`src/rtl/subservient_dbg_host.sv`:
```
// subservient_dbg_host: byte-stream to Wishbone debug initiator for the subservient SoC debug port.
// Define SUBSERVIENT_DBG_HOST_TIMEOUT_EN to abort a bus cycle that gets no ack within TIMEOUT cycles.
module subservient_dbg_host #(
  parameter bit DEBUG_ON_RESET = 1'b1,
  parameter int TIMEOUT = 255
) (
  input  logic        i_clk,
  input  logic        i_rst_n,
  input  logic [7:0]  i_rx_data,
  input  logic        i_rx_valid,
  output logic        o_rx_ready,
  output logic [7:0]  o_tx_data,
  output logic        o_tx_valid,
  input  logic        i_tx_ready,
  output logic        o_debug_mode,
  output logic [31:0] o_wb_dbg_adr,
  output logic [31:0] o_wb_dbg_dat,
  output logic [3:0]  o_wb_dbg_sel,
  output logic        o_wb_dbg_we,
  output logic        o_wb_dbg_stb,
  input  logic [31:0] i_wb_dbg_rdt,
  input  logic        i_wb_dbg_ack
);
  typedef enum logic [2:0] {S_IDLE, S_ADDR, S_DATA, S_BUS, S_RESP} state_t;
  state_t      r_state, w_next;
  logic [1:0]  r_cnt, r_last;
  logic [31:0] r_adr, r_dat, r_resp;
  logic        r_we, r_dbg, r_live;
  logic        w_rx_fire, w_tx_fire, w_ack, w_timeout, w_last_byte, w_is_rw, w_is_mode, w_abort;

  assign o_rx_ready   = r_live & (r_state inside {S_IDLE, S_ADDR, S_DATA});
  assign o_tx_valid   = r_state == S_RESP;
  assign o_tx_data    = 8'(r_resp >> {r_cnt, 3'b000});
  assign o_debug_mode = r_dbg;
  assign o_wb_dbg_adr = r_adr;
  assign o_wb_dbg_dat = r_dat;
  assign o_wb_dbg_sel = 4'b1111;
  assign o_wb_dbg_we  = r_we;
  assign o_wb_dbg_stb = r_state == S_BUS;

  assign w_rx_fire   = i_rx_valid & o_rx_ready;
  assign w_tx_fire   = o_tx_valid & i_tx_ready;
  assign w_ack       = o_wb_dbg_stb & i_wb_dbg_ack;
  assign w_last_byte = w_rx_fire & (r_cnt == 2'd3);
  assign w_is_rw     = (i_rx_data == 8'h01) | (i_rx_data == 8'h02);
  assign w_is_mode   = (i_rx_data == 8'h03) | (i_rx_data == 8'h04);
  // a completed WRITE/READ frame outside debug mode is refused without touching the bus
  assign w_abort     = (r_state inside {S_ADDR, S_DATA}) & (w_next == S_RESP);

`ifdef SUBSERVIENT_DBG_HOST_TIMEOUT_EN
  localparam int TW = $clog2(TIMEOUT + 1);
  logic [TW-1:0] r_tmo;
  always_ff @(posedge i_clk or negedge i_rst_n)
    if (!i_rst_n) r_tmo <= '0;
    else r_tmo <= o_wb_dbg_stb ? r_tmo + TW'(1) : '0;
  assign w_timeout = o_wb_dbg_stb & ~i_wb_dbg_ack & (r_tmo == TW'(TIMEOUT - 1));
`else
  assign w_timeout = o_wb_dbg_stb & (TIMEOUT < 0);
`endif

  always_comb begin
    w_next = r_state;
    case (r_state)
      S_IDLE: w_next = !w_rx_fire ? S_IDLE : w_is_rw ? S_ADDR : w_is_mode ? S_RESP : S_IDLE;
      S_ADDR: if (w_last_byte) w_next = r_we ? S_DATA : r_dbg ? S_BUS : S_RESP;
      S_DATA: if (w_last_byte) w_next = r_dbg ? S_BUS : S_RESP;
      S_BUS:  if (w_ack || w_timeout) w_next = S_RESP;
      S_RESP: if (w_tx_fire && r_cnt == r_last) w_next = S_IDLE;
      default: w_next = S_IDLE;
    endcase
  end

  always_ff @(posedge i_clk or negedge i_rst_n)
    if (!i_rst_n) r_state <= S_IDLE;
    else r_state <= w_next;

  always_ff @(posedge i_clk or negedge i_rst_n) begin
    if (!i_rst_n) begin
      r_live <= 1'b0;
      r_cnt  <= 2'd0;
      r_last <= 2'd0;
      r_adr  <= '0;
      r_dat  <= '0;
      r_resp <= '0;
      r_we   <= 1'b0;
      r_dbg  <= DEBUG_ON_RESET;
    end else begin
      r_live <= 1'b1;
      r_cnt  <= (w_next != r_state) ? 2'd0 : r_cnt + {1'b0, (w_rx_fire & (r_state != S_IDLE)) | w_tx_fire};
      if (w_rx_fire && r_state == S_IDLE && w_is_rw) r_we <= i_rx_data[0];
      if (w_rx_fire && r_state == S_IDLE && w_is_mode) begin
        r_dbg  <= i_rx_data == 8'h03;
        r_resp <= {24'd0, i_rx_data};
        r_last <= 2'd0;
      end
      if (w_rx_fire && r_state == S_ADDR) r_adr <= {i_rx_data, r_adr[31:8]};
      if (w_rx_fire && r_state == S_DATA) r_dat <= {i_rx_data, r_dat[31:8]};
      if (w_abort || w_timeout) begin
        r_resp <= 32'h0000_00EE;
        r_last <= 2'd0;
      end
      if (w_ack) begin
        r_resp <= r_we ? 32'h0000_0001 : i_wb_dbg_rdt;
        r_last <= r_we ? 2'd0 : 2'd3;
      end
    end
  end
endmodule

```
`config.mk`:
```
export PLATFORM = sky130hd
export DESIGN_NAME = subservient_dbg_host
export DESIGN_NICKNAME = d
export VERILOG_FILES = /design/src/rtl/subservient_dbg_host.sv
export SDC_FILE = /design/constraint.sdc
export NUM_CORES = 1
export LEC_CHECK = 0
export CORE_ASPECT_RATIO = 1.75
export CORE_MARGIN = 3
export CORE_UTILIZATION = 25
export DETAILED_ROUTE_END_ITERATION = 12
export PLACE_DENSITY = 0.56
export RECOVER_POWER = 100
export SETUP_SLACK_MARGIN = 0.02
export SYNTH_ARGS = -nofsm -noshare
export SYNTH_HDL_FRONTEND = slang
export SYNTH_SLANG_ARGS = --single-unit
```
`constraint.sdc`:
```
create_clock -name i_clk -period 4.8 [get_ports i_clk]
set_clock_uncertainty 0.1 [all_clocks]
set_input_delay 0.96 -clock i_clk [delete_from_list [all_inputs] [get_ports i_clk]]
set_output_delay 0.96 -clock i_clk [all_outputs]
set_load 0.02 [all_outputs]
```
==> results.json <==
{
  "post_drt_wl_per_cell_um": 17.3,
  "rrSetupSlack_ns": 1.85,
  "cts_buffer_depth": 2,
  "ys_types": 45,
  "yosysSeqAreaShare_pct": 57.3,
  "drtIter0Drc": 133,
  "failed_checks": "max-capacitance violations, max-slew violations",
  "vias": 3126,
  "post-route-util_pct": 35.2,
  "area_growth_pct": 36.3,
  "syn_area_per_cell_um2": 13.7,
  "grt.total_usage_pct": 12.3,
  "cp_max_fo": 32,
  "ys.flop_type": "dfrtp_1",
  "dp_cells": 667,
  "io-pin-count": 126,
  "clock_latency_ns": 0.34,
  "core_um2": 17800,
  "crit_start": "i_rx_valid",
  "post_cts_buffers": 0,
  "die_h_um": 185,
  "port_buffers": 121,
  "rsz0062_at_grt": "false",
  "synth_cells": 335,
  "nets": 493,
  "cp-endpoint": "o_wb_dbg_dat[15]",
  "hp-class": "register to register",
  "viasPerCell": 4.58,
  "grt_max_degree": 74,
  "grt_pass1_vias": 3499,
  "place.gp.congestion": 0.781,
  "cts.sinks": 105,
  "root_buffer": "clkbuf_16",
  "worstPathArrival_ns": 3.62,
  "cp-start-kind": "input port",
  "vdd_drop_max_v": 0.000288,
  "rows": 64,
  "grt_pass1_wl_mm": 19.1,
  "antenna_found_initial": 0,
  "dieWidth_um": 108,
  "finalHoldViolations": 0,
  "drc": 0,
  "grt-ovfl-total": 0,
  "slew_headroom_pct": -24.3,
  "clock.fmax_mhz": 287,
  "antenna_cells": 0,
  "final_cells": 683,
  "htreeDepth": 3,
  "tritoncts": "built",
  "r2r-end": "o_wb_dbg_dat[15]",
  "synth_edf_count": 0,
  "tightest_slew_ns": 1.87,
  "maxCapViolCount": 3,
  "finalWirelength_mm": 11.8,
  "antenna_left": 0,
  "holdBufCountCts": 0,
  "status": "finished with violations",
  "cp_data_required_time_ns": 4.93,
  "hpwl_mm": 8.36,
  "drive_gt1_share_pct": 18.8,
  "pwr_density_cell_nw_per_um2": 536,
  "fin_tns_setup_ns": 0,
  "async_flop_share_pct": 100,
  "firstDrtPassIters": 4,
  "setup_viol": 0,
  "yosysWarnings": 0,
  "synthesis.area_um2": 4590,
  "critPathKind": "input port to register",
  "initial_core_util_pct": 25.8,
  "min_period_ns": 3.49,
  "finalCritPeriodShare_pct": 72.7,
  "die-area_um2": 20100,
  "r2r_cells": 3,
  "crit_path_end_kind": "register",
  "finalMaxSlewViolations": 140,
  "p_leak_nw": 2.79,
  "r2r_start": "r_state[2]",
  "path_clk_slew_ns": 0.07,
  "ys_ff_latch": 105,
  "cts_resized": 0,
  "cts_buffers": 9
}
-- kinds of logic (layout without fill, tap and decap cells) --
family / count (synthesis) / in the layout / share of synthesized area (%)
other cells: 1 / 5 / 0.0818
simple gates: 47 / 47 / 6.06
mux: 73 / 73 / 19.9
buf+inv: 35 / 148 / 4.20
compound gates: 71 / 71 / 11.8
fa+ha+maj: 1 / 1 / 0.273
flops: 105 / 105 / 57.3
xor+xnor: 2 / 2 / 0.382
-- through the flow --
step | setup slack, ns | area [um2] | hold slack (ns) | total power [mW]
after global routing | 1.10 | 6250 | 0.407 | 3.56
final | 1.31 | 6250 | 0.386 | 3.35
after CTS | 1.39 | 6300 | 0.396 | 3.53
after global placement | 1.32 | 5980 | 0.373 | 2.70
after floorplan | 2.26 | 4600 | 0.351 | 2.03
after detailed placement | 1.28 | 5980 | 0.375 | 2.72
-- placed cells by master (no fill, tap or decap), types with 5 or more instances in the layout --
master | Yosys | layout
mux2_1 | 16 | 16
dlygate4sd3_1 | 0 | 79
mux4_2 | 8 | 8
a21oi_1 | 7 | 7
inv_1 | 8 | 8
nand2_1 | 14 | 14
o21ai_0 | 11 | 16
clkdlybuf4s50_1 | 0 | 41
mux2_2 | 49 | 49
o31ai_1 | 7 | 7
a22o_1 | 25 | 25
nor3_1 | 5 | 5
dfrtp_1 | 104 | 104
conb_1 | 1 | 5
clkbuf_16 | 0 | 9
-- metal layers --
metal	vias to the layer above	GRT usage, %	wire (um)
met2	94	21.4	6190
met4	0	4.40	233
met5	-	0	0
met3	17	3.49	661
met1	1577	14.4	4700
li1	1438	-	-
-- state kept, by name, indices dropped and copies added, names as in the netlist --
signal,flops
o_debug_mode,1
o_wb_dbg_adr,32
o_wb_dbg_dat,32
o_wb_dbg_we,1
r_cnt,2
r_last,1
r_live,1
r_resp,32
r_state,3
-- worst min-delay path by stage --
| stage | endpoint | start | slack (ns) | cells after the start |
|---|---|---|---|---|
| floorplan | r_resp[1] | r_resp[1] | 0.35 | 2 |
| global placement | o_wb_dbg_adr[3] | o_wb_dbg_adr[3] | 0.37 | 1 |
| detailed placement | o_wb_dbg_adr[3] | o_wb_dbg_adr[3] | 0.38 | 1 |
| CTS | o_wb_dbg_dat[3] | o_wb_dbg_dat[3] | 0.40 | 1 |
| global route | o_wb_dbg_dat[6] | o_wb_dbg_dat[6] | 0.41 | 1 |
| finish | o_wb_dbg_dat[3] | o_wb_dbg_dat[3] | 0.39 | 1 |
-- cell usage after synthesis, types with 3 or more instances --
cell type | n | area share (%)
a21oi_1 | 7 | 0.76
a22o_1 | 25 | 4.8
and2_1 | 3 | 0.41
buf_2 | 12 | 1.3
buf_4 | 4 | 0.65
buf_6 | 4 | 0.98
clkbuf_1 | 6 | 0.49
dfrtp_1 | 104 | 57
inv_1 | 8 | 0.65
mux2_1 | 16 | 3.9
mux2_2 | 49 | 12
mux4_2 | 8 | 3.9
nand2_1 | 14 | 1.1
nand2b_1 | 3 | 0.41
nor2_1 | 5 | 0.41
nor2b_1 | 3 | 0.41
nor3_1 | 5 | 0.55
o21ai_0 | 11 | 1.2
o21ai_1 | 8 | 0.87
o31ai_1 | 7 | 1.1
-- worst max-delay path, stage by stage --
cell and delay, ns:
dlygate4sd3_1 0.55, nand3b_1 0.33, nor2_2 1.32, mux2_2 0.44
-- final cells by class --
type / instances / area (um2)
Sequential cell: 105 / 2630
Inverter: 8 / 30.0
Fill cell: 1799 / 11500
Clock buffer: 9 / 225
Clock inverter: 7 / 97.6
Tap cell: 231 / 289
Multi-Input combinational cell: 199 / 1750
Timing Repair Buffer: 124 / 1230
-- report_power, final --
part           switching (mW)  internal (mW)  total (mW)
clock network           0.360          0.420       0.781
logic                   0.582          0.607        1.19
registers               0.228           1.15        1.38
Note: power is estimated with default switching activity, not from simulation.
